==> src/rtl/int_mem_arbiter.sv <==
// rtl/int_mem_arbiter.sv - shares the 8051 internal data RAM between core and aux master, owns its clear
module int_mem_arbiter #(
    parameter logic [7:0] AUX_WR_LO    = 8'h00,
    parameter logic [7:0] AUX_WR_HI    = 8'h7F,
    parameter int         AUX_MAX_WAIT = 16
) (
    input  logic       clk,
    input  logic       rst_n,
    input  logic       clr_req,
    output logic       init_done,
    input  logic [7:0] cpu_addr,
    input  logic [7:0] cpu_data_in,
    input  logic       cpu_we1_n,
    input  logic       cpu_we2_n,
    input  logic       cpu_rd_n,
    output logic [7:0] cpu_data_out,
    input  logic       aux_req,
    input  logic       aux_we,
    input  logic [7:0] aux_addr,
    input  logic [7:0] aux_wdata,
    output logic       aux_gnt,
    output logic       aux_rvalid,
    output logic [7:0] aux_rdata,
    output logic       aux_err,
    output logic       aux_starved,
    output logic [7:0] mem_addr,
    output logic [7:0] mem_data_in,
    output logic       mem_we1_n,
    output logic       mem_we2_n,
    output logic       mem_rd_n,
    input  logic [7:0] mem_data_out
);

    typedef enum logic {
        CLEAR,
        IDLE
    } state_t;

    localparam logic [7:0] MAX_WAIT = 8'(AUX_MAX_WAIT);

    state_t     state;
    logic [7:0] clr_cnt;
    logic [7:0] wait_cnt;
    logic       cpu_act;
    logic       aux_in_win;

    assign cpu_act = ~cpu_we1_n | ~cpu_we2_n | ~cpu_rd_n;
    // Offset-based range check: a single unsigned compare, valid while HI >= LO
    assign aux_in_win = (aux_addr - AUX_WR_LO) <= (AUX_WR_HI - AUX_WR_LO);

    always_comb begin
        aux_gnt      = 1'b0;
        mem_addr     = cpu_addr;
        mem_data_in  = cpu_data_in;
        mem_we1_n    = 1'b1;
        mem_we2_n    = 1'b1;
        mem_rd_n     = 1'b1;
        cpu_data_out = 8'h00;
        if (state == CLEAR) begin
            mem_addr    = clr_cnt;
            mem_data_in = 8'h00;
            mem_we1_n   = 1'b0;
        end else begin
            cpu_data_out = mem_data_out;
            if (cpu_act) begin
                mem_we1_n = cpu_we1_n;
                mem_we2_n = cpu_we2_n;
                mem_rd_n  = cpu_rd_n;
            end else if (aux_req) begin
                aux_gnt  = 1'b1;
                mem_addr = aux_addr;
                if (aux_we) begin
                    mem_data_in = aux_wdata;
                    mem_we1_n   = ~aux_in_win;
                end else begin
                    mem_rd_n = 1'b0;
                end
            end
        end
    end

    always_ff @(posedge clk or negedge rst_n) begin
        if (!rst_n) begin
            state       <= CLEAR;
            clr_cnt     <= 8'h00;
            init_done   <= 1'b0;
            aux_rvalid  <= 1'b0;
            aux_rdata   <= 8'h00;
            aux_err     <= 1'b0;
            aux_starved <= 1'b0;
            wait_cnt    <= 8'h00;
        end else begin
            aux_rvalid <= aux_gnt & ~aux_we;
            aux_err    <= aux_gnt & aux_we & ~aux_in_win;
            if (aux_gnt && !aux_we) begin
                aux_rdata <= mem_data_out;
            end

            if (clr_req) begin
                state       <= CLEAR;
                clr_cnt     <= 8'h00;
                init_done   <= 1'b0;
                aux_starved <= 1'b0;
                wait_cnt    <= 8'h00;
            end else begin
                if (state == CLEAR) begin
                    clr_cnt <= clr_cnt + 8'd1;
                    if (clr_cnt == 8'hFF) begin
                        state     <= IDLE;
                        init_done <= 1'b1;
                    end
                end
                // Starvation counter saturates; the flag stays until reset or clear
                if (aux_gnt) begin
                    wait_cnt <= 8'h00;
                end else if (aux_req && wait_cnt != MAX_WAIT) begin
                    wait_cnt <= wait_cnt + 8'd1;
                    if (wait_cnt == MAX_WAIT - 8'd1) begin
                        aux_starved <= 1'b1;
                    end
                end
            end
        end
    end

endmodule

==> config.mk <==
export PLATFORM = sky130hd
export DESIGN_NAME = int_mem_arbiter
export DESIGN_NICKNAME = d
export VERILOG_FILES = /design/src/rtl/int_mem_arbiter.sv
export SDC_FILE = /design/constraint.sdc
export NUM_CORES = 1
export LEC_CHECK = 0
export ABC_AREA = 1
export CORE_MARGIN = 2
export CORE_UTILIZATION = 37
export CTS_CLUSTER_SIZE = 25
export DETAILED_ROUTE_END_ITERATION = 6
export GPL_TIMING_DRIVEN = 0
export PLACE_DENSITY_LB_ADDON = 0.3
export SYNTH_ARGS = -nofsm -noshare
export SYNTH_HDL_FRONTEND = slang
export SYNTH_SLANG_ARGS = --single-unit
==> constraint.sdc <==
create_clock -name clk -period 1.48 [get_ports clk]
set_input_delay 0.37 -clock clk [delete_from_list [all_inputs] [get_ports clk]]
set_output_delay 0.37 -clock clk [all_outputs]
set_load 0.01 [all_outputs]
======== After elaboration in Yosys (flattened, before gate mapping) ========
Cells that the tools add are included.
W data, S select, Z words.
cells by class
  reduce and logical (&&, ||, !) cells .... 9
  multiplexer cells ....................... 36
  eq/ne operators ......................... 5
  $lt $le $gt $ge ......................... 1
  add/subtract/negate cells ............... 2
  bitwise operators ....................... 10
operator list
  kind                   count
  $mux W8                13
  $mux W1                23
  $add A8 B1 Y8 const B  2
  $eq A8 B4 Y1 const B   1
  $eq A8 B8 Y1 const B   1
  $le A8 B7 Y1 const B   1
  $ne A8 B5 Y1 const B   1
  $reduce_bool A2 Y1     3
  $not A1 Y1             5
  $ne A2 B2 Y1 const B   2
  $and A1 B1 Y1          3
  $reduce_and A3 Y1      1
  $reduce_bool A3 Y1     1
  $logic_and A1 B1 Y1    2
  $or A1 B1 Y1           2
  $reduce_and A2 Y1      1
  $logic_not A1 Y1       1
word-level totals
  register bits after elaboration ......... 29
  input bits .............................. 48

======== Longest topological paths before layout ========
Gate-level depths: netlist of the first run.
  word-level depth ........................ 7
  gate-level depth with buffers ........... 9
  depth with buffers taken out ............ 9

======== Least setup slack after synthesis of the first run ========
Ideal clock, no wire load.
  path type ............................... in2out
  start ................................... input port aux_req
  end ..................................... output port mem_data_in[0]
  data arrival time ....................... 1.208 ns
  buffers on the path ..................... 2
  slack ................................... -0.098 ns
  stages .................................. 8
  required time ........................... 1.110 ns
  cell sequence ........................... buf_4 nand3_2 nor2_4 buf_6 nand2_4 inv_4 nor2_1 nor2_1
between the ends
  longest elaborated chain between the ends .. 3
ends and longest elaborated chain
  element             line  text
  start: declaration  17    input logic aux_req,
  $mux W8             69    end else if (aux_req) begin
  $mux W8             65    if (cpu_act) begin
  $mux W8             59    if (state == CLEAR) begin
  end: declaration    27    output logic [7:0] mem_data_in,
No other way between the ends.

======== Worst setup path after layout of the first run ========
  start ................................... register state
  end ..................................... output port mem_addr[7]
between the ends
  longest elaborated chain between the ends .. 1
ends and longest elaborated chain
  element                   line  text
  start: declaration        41    state_t state;
  start signal: assignment  84    state <= CLEAR;
  start signal: assignment  100   state <= CLEAR;
  start signal: assignment  109   state <= IDLE;
  $mux W8                   59
  end: declaration          26    output logic [7:0] mem_addr,
No other way between the ends.

==> results of run 1 <==
[Yosys cell counts (2+ instances only)]
cell type / n / area share
inv_1: 28 / 0.058
nand2_4: 2 / 0.012
o21ai_1: 3 / 0.0083
nor2_1: 49 / 0.10
clkbuf_1: 3 / 0.0062
nor3_1: 3 / 0.0083
nand3_1: 8 / 0.022
nand3_2: 2 / 0.011
o21ai_0: 22 / 0.061
o22ai_1: 4 / 0.014
nand2_2: 3 / 0.010
ha_1: 3 / 0.021
a21oi_1: 8 / 0.022
inv_4: 2 / 0.0069
nand2_1: 69 / 0.14
nand4_1: 8 / 0.028
dfrtp_1: 29 / 0.40
inv_2: 2 / 0.0042
buf_4: 2 / 0.0083
[critical path, cell delays in order (launching register included)]
cell       delay, ns
dfrtp_2         0.41
buf_6           0.15
clkbuf_16       0.16
nor2_4          0.04
a31oi_4         0.15
buf_6           0.13
[kinds of logic (layout without fill, tap and decap cells)]
family / Yosys count / in the layout / synth area share
AND/OR/NAND/NOR: 148 / 149 / 0.356
AO/OA/AOI/OAI: 40 / 40 / 0.119
buffers and inverters: 40 / 152 / 0.0971
flip-flops: 29 / 29 / 0.402
adder cells (fa/ha/maj): 3 / 3 / 0.0208
XOR/XNOR: 1 / 1 / 0.00486
[flip-flops by register name (all words and copies together), names as in the netlist]
signal,cells
wait_cnt,8
state,1
aux_rvalid,1
aux_starved,1
clr_cnt,8
init_done,1
aux_rdata,8
aux_err,1
[worst paths after layout]
path	cells after the start	end	slack, ns	from
setup / recovery	5	mem_addr[7]	-0.22	state
hold / removal	1	clr_cnt[2]	0.10	rst_n
setup reg to reg	9	wait_cnt[2]	-0.01	wait_cnt[1]
hold reg to reg	2	aux_rdata[2]	0.48	aux_rdata[2]
max in group asynchronous	1	state	0.93	rst_n
min in group clk	2	aux_rdata[2]	0.48	aux_rdata[2]
[area by class of cell]
class                      count  area (µm²)  area share
buffer                         6         110      0.0345
tap                           67        83.8      0.0262
sequential                    29         727       0.227
clock inverter                 3        17.5     0.00548
multi-input combinational    193        1130       0.353
inverter                      34         156      0.0489
timing repair buffer         104         903       0.283
clock buffer                   5        68.8      0.0215
[cell usage in the layout (no fill, tap or decap), drive strengths merged, types with 2 or more instances in the layout]
master         Yosys  final
clkinvlp           0      2
nor2              51     51
dfrtp             29     29
inv               32     31
o21ai             25     25
a21oi              8      8
clkbuf             3      9
o22ai              4      4
nand4              8      8
clkinv             2      4
buf                3     52
ha                 3      3
nor3               4      4
nand2             74     75
clkdlybuf4s50      0     41
nand3             10     10
dlygate4sd2        0     12
[routing by layer]
layer  wire length (µm)  up-vias  GRT usage
li1                   -     1060          -
met1               2560     1027      0.304
met2               3090       47      0.376
met3                182       14     0.0480
met4                127        0     0.0727
met5                  0        -          0
[repair_timing]
action / in CTS / in global routing
buffers inserted: 10 / 6
gates resized for setup: 204 / 26
cloned: 4 / 0
setup endpoints to repair: 69 / 36
pin swaps: 13 / 18
[per-stage QoR]
| stage | worst slack, ns | TNS [ns] |
|---|---|---|
| 3_5_place_dp | -1.05 | -41.49 |
| 3_3_place_gp | -1.04 | -41.04 |
| 2_1_floorplan | -0.0203 | -0.0203 |
| 5_1_grt | -0.279 | -6.15 |
| 4_1_cts | -0.212 | -3.78 |
| 6_report | -0.218 | -4.38 |
[report_power, final]
part           switching (mW)  internal, mW
Combinational           0.136         0.163
Sequential             0.0169         0.807
Clock                   0.323         0.324
==> results.md, run 1 <==
* Final WS setup at -0.218 ns
* RSZ-0062 raised after global routing: true
* First-pass GRT wire length at 9540 µm
* Routed WL per cell at 13.5 µm
* Critical path startpoint category: flop
* CP required at 1.11 ns
* Final worst path period share at 1.15
* WHS at 0.103 ns
* TritonCTS clock tree: built
* Vias/cell at 4.87
* Placer Congestion at 0.857
* Die Width at 73.8 µm
* Total CTS buffers at 5
* Fraction of registers with async set/reset at 1.00
* Slew @ Worst Pin at 0.639 ns
* Fmax achieved at just under 0.6 GHz
* Max Cap Viol at 0
* CP Max Fanout at 6
* Worst VDD drop at 670 µV
* Root buf cell: clkbuf_8
* Initial Util at 0.382
* Failing checks: negative setup slack
* Synth cell types at 30
* Fillcell total at 384
* Sequential area share after synthesis at 0.402
* DP Area at 2810 µm²
* Leak at 1.64 nW
* Final Max Slew Viols at 0
* Synth Instances at around 260
* Layout cell share with drive strength beyond 1 at 0.364
* Final routed DRC violation total at 0
* Design Power at approximately 1.8 mW
* P&R area growth vs syn at 77.1%
* Fin. Hold Viols at 0
* Clock buffer depth at 2
* Non-Filler Instances at 441
* Clock net sink count at 29
* Final wirelength at 5950 µm
* Final Cell Area at about 3200 µm²
* Ant diodes at 0
* Largest net degree at the start of global routing at 30
* Run status: finished, violations left
* Dpl cells at 414
* Top Ports at between 80 and 90
* Grt total ovfl at 0
* EDFF count, synth at 0
* Post-synth design cell area at around 1800 µm²
* Data arrival, critical path at between 1 and 1.5 ns
* Min-delay worst type: in -> async
* DRT antenna net count at 0
* Total Die Area at 5450 µm²
* Final core utilization at 0.677
* Crit Path Class: reg -> out
* First DRT Iteration DRCs at ~110
* Cts hold-fix bufs at 0
* Clock transition at path regs at 0.07 ns
* Clock skew at 0.00796 ns
* Yosys warns at 0
* Syn Area/Cell at 6.91 µm²
* Syn_nets at roughly 310
* 1st-pass router iterations at 4
* Initial antenna violation count at 0
* Minimum clock period at 1.70 ns
* Main synth FF type: dfrtp_1
* GRT Resource Usage Total at 0.230
* Rel. slew slack at 0.574
* Htree depth at 2
* Vias in the first global route at around 2000
* Via Count at 2148
* #FFs+latches synth at 29
* Setup violations, final at 29
* Clock Latency Late Sink at 0.29 ns
* FP Rows at 25
* Port bufs at between 80 and 90
* Net count, final at 424
* Die height at 73.8 µm
* Post-DP HPWL at 3820 µm
* PwrDens at 553 nW/µm²
* Worst setup EP type: output port
* Core area at 4720 µm²
(Power assumes the default switching activity.)
==> run 2: changes to the inputs <==
--- a/config.mk
+++ b/config.mk
@@ -6,8 +6,10 @@
 export NUM_CORES = 1
 export LEC_CHECK = 0
 export ABC_AREA = 1
-export CORE_MARGIN = 2
-export CORE_UTILIZATION = 37
+export ABC_CLOCK_PERIOD_IN_PS = 1480
+export CELL_PAD_IN_SITES_DETAIL_PLACEMENT = 0
+export CELL_PAD_IN_SITES_GLOBAL_PLACEMENT = 2
+export CORE_UTILIZATION = 18
 export CTS_CLUSTER_SIZE = 25
 export DETAILED_ROUTE_END_ITERATION = 6
 export GPL_TIMING_DRIVEN = 0
==> run 2 against run 1 <==
  * The flow still finishes with violations (negative setup slack)
  * Critical endpoint is now mem_addr[3]
  * Worst setup slack gained 0.023 ns
  * Wire length up 5.6%
  * Highest routed layer unchanged
  * Clock skew is 0.0032 ns lower
==> results.md, run 2 (synthesis gave the netlist of run 1 again) <==
* Run status: finished, violations left
* Failing checks: negative setup slack
* Cts hold-fix bufs at 0 (unchanged)
* Crit path cell chain: buf_8, clkbuf_16, o21ai_2, o22ai_4, buf_6
* Slew @ Worst Pin at 0.685 ns (+0.0456 ns)
* Die Width at 102 µm (+38%)
* CP max-delay cell: dfrtp_2
* Routed WL per cell at 12.4 µm (-8.1%)
* Setup TNS at -3.04 ns (+1.34 ns)
* First DRT Iteration DRCs at 42 (-63%)
* Final core utilization at 0.341 (-0.335)
* Cell internal pwr at 1.32 mW (+1.8%)
* Rel. slew slack at 0.544 (-0.0304)
* TritonCTS clock tree: built
* Crit Path Class: reg -> out
* Worst setup EP type: output port
* Clk pwr share at 0.357 (-0.008)
* Clock skew at 0.00475 ns (-0.00321 ns)
* Fmax achieved at 0.597 GHz (+1.4%)
* Clock Latency Late Sink at 0.28 ns (about the same)
* Commonest non-fill, non-tap cell in the layout: nand2_1
* Setup violations, final at 23 (-21%)
* Critical path startpoint category: flop
* First-pass GRT wire length at 10300 µm (+7.7%)
* Total Die Area at 10400 µm² (+91%)
* Initial antenna violation count at 0 (unchanged)
* DRT antenna net count at 0 (unchanged)
* Post-DP HPWL at 4550 µm (+19%)
* Register share of total power at 0.468 (+0.002)
* Post-placement worst setup slack at -1.08 ns (-0.0318 ns)
* Largest net degree at the start of global routing at 30 (unchanged)
* Min-delay worst type: in -> async
* Grt total ovfl at 0 (unchanged)
* CP top delay family: flip-flops
* Root buf cell: clkbuf_8
* FP Rows at 36 (+44%)
* R2r worst-path depth at 10 (+1)
* Non-Filler Instances at 507 (+15%)
* Clock transition at path regs at 0.07 ns (about the same)
* Data arrival, critical path at 1.30 ns (-0.03 ns)
* Ant diodes at 0 (unchanged)
* Minimum clock period at 1.67 ns (-0.0231 ns)
* Critical Path Max Stage Delay at 0.44 ns (+0.03 ns)
* CP Max Fanout at 7 (+1)
* Final Max Slew Viols at 0 (unchanged)
* GRT Resource Usage Total at 0.128 (-0.102)
* Net count, final at 424 (unchanged)
* Htree depth at 2 (unchanged)
* Biggest regs: aux_rdata x8, clr_cnt x8, wait_cnt x8
* Worst VDD drop at 215 µV (-68%)
* Final WS setup at -0.195 ns (+0.0231 ns)
* Initial Util at 0.185 (-0.197)
* Final wirelength at 6290 µm (+5.6%)
* Sw Share at 0.255 (-0.0134)
* Die height at 102 µm (+38%)
* P&R area growth vs syn at 84.0%
* RSZ-0062 raised after global routing: true
* Vias/cell at 4.02 (-17%)
* Fin. Hold Viols at 0 (unchanged)
* Sw Pwr at 452 µW (-5.0%)
* Levels on crit path at 5 (unchanged)
* Top Ports at 88 (unchanged)
* Dpl cells at 480 (+16%)
* Commonest cells after routing, fill and taps aside: nand2_1, clkdlybuf4s50_1, nor2_1
* Final routed DRC violation total at 0 (unchanged)
* Core area at 9730 µm² (+110%)
* 1st-pass router iterations at 4 (unchanged)
* Via Count at 2040 (-5.0%)
* Placer Congestion at 0.715 (-17%)
* Leak at 1.63 nW (-1.1%)
* WHS at 0.131 ns (+0.0279 ns)
* CP required at 1.11 ns (about the same)
* Clock net sink count at 29 (unchanged)
* Max Cap Viol at 0 (unchanged)
* Port bufs at 86 (unchanged)
* Layout cell share with drive strength beyond 1 at 0.345 (-0.0187)
* Part of the power in combinational logic at 0.175 (+0.006)
* Total CTS buffers at 5 (unchanged)
* Clock buffer depth at 2 (unchanged)
* Vias in the first global route at 1955 (-3.3%)
* Final worst path period share at 1.13 (-0.0156)
* Worst path bufs/invs at 3 (unchanged)
* PwrDens at 533 nW/µm² (-3.7%)
run 2: final timing paths:
check / end / start / slack, ns
max in group asynchronous: wait_cnt[1] / rst_n / 0.87
setup / recovery: mem_addr[3] / state / -0.19
hold reg to reg: aux_rdata[2] / aux_rdata[2] / 0.48
setup reg to reg: wait_cnt[7] / wait_cnt[1] / 0.09
hold / removal: wait_cnt[7] / rst_n / 0.13
min in group clk: aux_rdata[2] / aux_rdata[2] / 0.48
run 2: layout make-up:
type                       count  area [µm²]
clock buffer                   8        80.1
multi-input combinational    193        1130
tap                          133         166
inverter                      34         153
timing repair buffer         104         931
sequential                    29         729
buffer                         6         126
fill                        1097        6410
run 2: power groups by stage:
stage	sequential, mW	combinational [mW]	clock, mW
3_5_place_dp	0.839	0.272	0
2_1_floorplan	0.836	0.0844	0
6_report	0.828	0.310	0.631
5_1_grt	0.830	0.344	0.703
3_3_place_gp	0.839	0.273	0
4_1_cts	0.824	0.290	0.672
run 2: stage by stage:
| stage | instance area [µm²] | total power, mW |
|---|---|---|
| after global routing | 3320 | 1.88 |
| final | 3320 | 1.77 |
| after CTS | 3150 | 1.79 |
| after floorplan | 1860 | 0.920 |
| after global placement | 2890 | 1.11 |
| after detailed placement | 2880 | 1.11 |
run 2: per-layer routing:
metal	vias to the layer above	global-route usage	share of wire
li1	1058	-	-
met4	0	0.0198	0.0027
met1	945	0.170	0.46
met3	2	0.0280	0.034
met5	-	0	0
met2	35	0.216	0.50
run 2: worst reg2reg max path, delay by kind of cell (launching register included):
kind,cells,cell delay [ns]
adders and majority gates,1,0.12
DFF,1,0.45
and+or+nand+nor,7,0.48
buffers and inverters,2,0.24
run 2: what timing repair did:
| item | 4_1_cts | 5_1_grt |
|---|---|---|
| cloned | 4 | 0 |
| pin swaps | 11 | 13 |
| resized for setup | 193 | 30 |
| setup buffers | 9 | 6 |
| endpoints found under the setup margin | 42 | 36 |
==> edit 1 (settings of run 2) <==
Reset style: synchronous (`rst_n`), changed in one clocked block.
--- a/src/rtl/int_mem_arbiter.sv
+++ b/src/rtl/int_mem_arbiter.sv
@@ -79,7 +79,7 @@
         end
     end
 
-    always_ff @(posedge clk or negedge rst_n) begin
+    always_ff @(posedge clk) begin
         if (!rst_n) begin
             state       <= CLEAR;
             clr_cnt     <= 8'h00;
Function: differs if rst_n is asserted again (counterexample within 4 cycles, from zero or initial values and one cycle with rst_n low); with rst_n held inactive, the same outputs for 10 cycles.
==> edit 1 against run 2 <==
  * The run still ends with negative setup slack left
  * Total power up 6.0%
  * Highest routed layer unchanged
  * Worst hold slack improved by 0.30 ns
  * Largest power group is now clock
  * Critical endpoint is now mem_addr[5]
  * Worst setup slack better by 0.012 ns
  * Sequential cell count did not move
  * Critical path type unchanged
  * Cell area shrank 9.4%
  * Synthesized area fell by 9.1%
  * Wire length decreased by 3.0%
  * Largest cell class unchanged
  * Clock power up 35%
==> edit 1: results (changes against run 2) <==
Non-Filler Instances: 478 (-5.7%)
Status: finished, violations left
Synth top area cells: dfxtp_1, nand2_1, nor2_1, a21oi_1, o21ai_0
Number of global-route vias before repair: 1,995 (+2.0%)
Worst Reg-to-Reg Cells: 7 (-3)
Share of cells above drive strength 1: 25.9% (-8.5 points)
Type of the worst min-delay path: in2reg
Synth top cells by count: nand2_1, nor2_1, inv_1
GR Util met1: 17.7% (+0.65 points)
Worst Setup EP: mem_addr[5]
FFs w/ async S/R, synth: 0% (-100 points)
Peak supply drop: 0.000344 V (+60%)
M2 GR Usage: 19.1% (-2.5 points)
Multi-input logic area: 1050 µm² (-7.1%)
Slew at the pin with the worst max-slew slack: 0.512 ns (-0.173 ns)
# fillers: 986 (-10%)
Distinct cells, synth: 26 (-13%)
Critical Path Start: state$_SDFF_PP0_
Number of non-clock inverters: 31 (-8.8%)
Register area share after synthesis: 35.4% (-4.8 points)
FF-to-FF End: clr_cnt[7]$_SDFFE_PP0N_
Vias per cell: 4.20 (+4.4%)
DP Worst Slack: -1.36 ns (-0.281 ns)
WL per Instance: 12.7 µm (+2.8%)
Placed insts: 454 (-5.4%)
Hold Slack: 0.430 ns (+0.299 ns)
Routed wl met2: 2420 µm (-24%)
Final setup fails: 26 (+13%)
RePlAce Congestion: 0.742 (+3.8%)
ANT cells: 0 (unchanged)
Failing checks: negative setup slack
Top delay family on crit path: buffers and inverters
DRT antenna net count: 0 (unchanged)
Fin area: 3010 µm² (-9.4%)
M3 GR Usage: 4.68% (+1.9 points)
Final Core Density: 34.3% (+0.19 points)
Setup TNS: -2.81 ns (+0.236 ns)
Setup ws final: -0.182 ns (+0.0124 ns)
Crit Path Max Fanout: 5 (-2)
Slowest cell on crit path: dfxtp_2
First-pass GRT wire length: 9880 µm (-3.8%)
Multi-input gate count: 195 (+1.0%)
Non-clk buf share: 33.1% (+1.3 points)
ClkCell Share: 3.83% (+1.4 points)
Routed met3 length: 529 µm (+150%)
Leak: 1.34 nW (-18%)
IO buf count: 87 (+1.2%)
Syn_nets: 310 (-0.64%)
Hpwl dp: 4420 µm (-3.0%)
CTS Buffer Depth: 2 (unchanged)
Skew final: 0.00358 ns (-0.00117 ns)
Largest net degree at the start of global routing: 12 (-60%)
DP Area: 2650 µm² (-8.2%)
Hold Path Origin: aux_we
Iteration-0 DRC Markers: 63 (+50%)
Overall routing resource usage: 13.0% (+0.17 points)
Seq/total area: 19.4% (-2.6 points)
Primary FF master, synth: dfxtp_1
edit 1: cell types whose count changed in the layout (fill, tap and decap cells not counted), sizes merged, moves of 7 or more:
cell | before | now
dfxtp | 0 | 29
clkdlybuf4s15 | 1 | 8
nand2 | 75 | 67
buf | 51 | 41
a21oi | 8 | 29
dfrtp | 29 | 0
edit 1: kinds of logic (layout without fill, tap and decap cells):
group	after synthesis	in the layout	share of synthesized area, %
AOI/OAI and AO/OA	60	60	18.8
xor gates and xnor gates	2	2	1.07
buffers and inverters	36	146	8.31
and+or+nand+nor	129	130	34.1
adders and majority gates	3	3	2.29
DFF	29	29	35.4
edit 1: repair_timing:
item | in CTS | in global routing
buffers inserted | 11 | 3
setup endpoints to repair | 64 | 37
gates resized for setup | 190 | 21
hold buffers | 0 | 0
cloned | 1 | 1
pin swaps | 12 | 10
edit 1: power by group:
group,switching [W],internal (W),leakage (nW)
clock,0.000350,0.000504,0.0543
sequential,0.00000480,0.000784,0.235
combinational,0.0000905,0.000142,1.05
total,0.000445,0.00143,1.34
==> edit 2 (config.mk and constraints of run 2) <==
Without the edit above. Set the parameter `AUX_MAX_WAIT` to 8 (it was 16).
--- a/src/rtl/int_mem_arbiter.sv
+++ b/src/rtl/int_mem_arbiter.sv
@@ -2,7 +2,7 @@
 module int_mem_arbiter #(
     parameter logic [7:0] AUX_WR_LO    = 8'h00,
     parameter logic [7:0] AUX_WR_HI    = 8'h7F,
-    parameter int         AUX_MAX_WAIT = 16
+    parameter int         AUX_MAX_WAIT = 8
 ) (
     input  logic       clk,
     input  logic       rst_n,
Formal check against the unedited RTL: not equivalent (a bounded check fails within 10 cycles, from zero or initial values and one cycle with rst_n low).
==> edit 2 against run 2 <==
  * The run still ends with negative setup slack left
  * Cell area up 3.1%
  * Register-to-register slack worse by 0.02 ns
  * Wire length up 12%
  * Synthesized area up 1.9%
  * Sequential share of layout area down 0.70 points
  * Worst setup slack worse by 0.098 ns
  * Total power up 7.1%
  * Clock power up 18%
  * Sequential cell count unchanged
  * Utilization up 0.74 points
  * Critical endpoint is now mem_addr[1]
  * Largest cell class unchanged
==> edit 2: results (changes against run 2) <==
Register area share after synthesis: 39.5% (-0.74 points)
Max Transition Viols Final: 0 (unchanged)
Placed insts: 486 (+1.3%)
Overall routing resource usage: 13.4% (+0.60 points)
Number of CTS-inserted buffers: 5 (unchanged)
Final setup fails: 28 (+22%)
DP Worst Slack: -1.25 ns (-0.177 ns)
FF-to-FF setup slack: 0.07 ns (-0.02 ns)
Share of cells above drive strength 1: 34.1% (-0.40 points)
Crit Path Max Fanout: 8 (+1)
Leak: 1.74 nW (+6.8%)
Slowest cell on crit path: dfrtp_2
Clock network power share: 39.4% (+3.7 points)
Failing checks: negative setup slack
Worst Setup EP: mem_addr[1]
WL per Instance: 13.3 µm (+7.5%)
P_sw: 0.000487 W (+7.7%)
Post-CTS setup buffers: 22 (+13)
Largest net degree at the start of global routing: 30 (unchanged)
Setup TNS: -5.08 ns (-2.03 ns)
Hpwl dp: 4870 µm (+6.9%)
RePlAce Congestion: 0.721 (+0.76%)
Skew final: 0.00813 ns (+0.00338 ns)
Fin area: 3420 µm² (+3.1%)
Peak supply drop: 0.000285 V (+32%)
Iteration-0 DRC Markers: 70 (+67%)
Syn_nets: 317 (+1.6%)
Vias per cell: 4.12 (+2.3%)
Synth top area cells: dfrtp_1, nand2_1, nor2_1, inv_1, o21ai_0
Primary FF master, synth: dfrtp_1
Gate Count Post-Synth: 266 (+1.9%)
# fillers: 1,105 (+0.73%)
FF-to-FF End: wait_cnt[4]$_DFFE_PN0P_
Arrival @ worst endpoint: 1.40 ns (+0.10 ns)
Gate power share: 17.1% (-0.4 points)
CTS root buffer: clkbuf_8
Synth top cells by count: nand2_1, nor2_1, inv_1
Worst Reg-to-Reg Cells: 9 (-1)
Setup ws final: -0.292 ns (-0.0976 ns)
# nets final: 446 (+5.2%)
Initial antenna violation count: 0 (unchanged)
Reg-to-reg startpoint: state$_DFF_PN0_
Drt pass-1 iters: 4 (unchanged)
DP Area: 2870 µm² (-0.48%)
IO buf count: 87 (+1.2%)
Cts repair resizes: 228 (+18%)
Pint: 0.00141 W (+6.9%)
WL final: 7050 µm (+12%)
First-pass GRT wire length: 10,800 µm (+5.6%)
Crit path largest cell delay: 0.41 ns (-0.03 ns)
Distinct cells, synth: 23 (-23%)
Hold Slack: 0.141 ns (+0.0107 ns)
Slew at the pin with the worst max-slew slack: 0.725 ns (+0.0407 ns)
CP startpoint kind: flop
Clock Latency Late Sink: 0.28 ns (about the same)
Status: finished, violations left
Number of global-route vias before repair: 2,179 (+11%)
## edit 2: critical path: cells and delay by family, from the launching register on
kind	cells	cell delay, ns
AOI/OAI and AO/OA	2	0.21
DFF	1	0.41
buffers and inverters	4	0.48
## edit 2: layer usage
| layer | track usage, % | part of all wire (%) | up-vias |
|---|---|---|---|
| li1 | - | - | 1107 |
| met4 | 3.90 | 0.54 | 0 |
| met5 | 0 | 0 | - |
| met3 | 2.51 | 6.8 | 4 |
| met2 | 23.4 | 49 | 63 |
| met1 | 16.7 | 44 | 1003 |
## edit 2: cell type report
class / instances / share of cell area, %
buffer: 5 / 2.08
clock buffer: 7 / 2.81
clock inverter: 1 / 0.146
inverter: 37 / 4.71
multi-input combinational: 197 / 33.2
sequential: 29 / 21.3
tap: 133 / 4.86
timing repair buffer: 120 / 30.9
## edit 2: cells by family after synthesis
kind of cell	share of synthesized area, %
flip-flops	39.5
buffers and inverters	8.85
adder cells (fa/ha/maj)	2.04
AO/OA/AOI/OAI	12.6
AND/OR/NAND/NOR	37.0
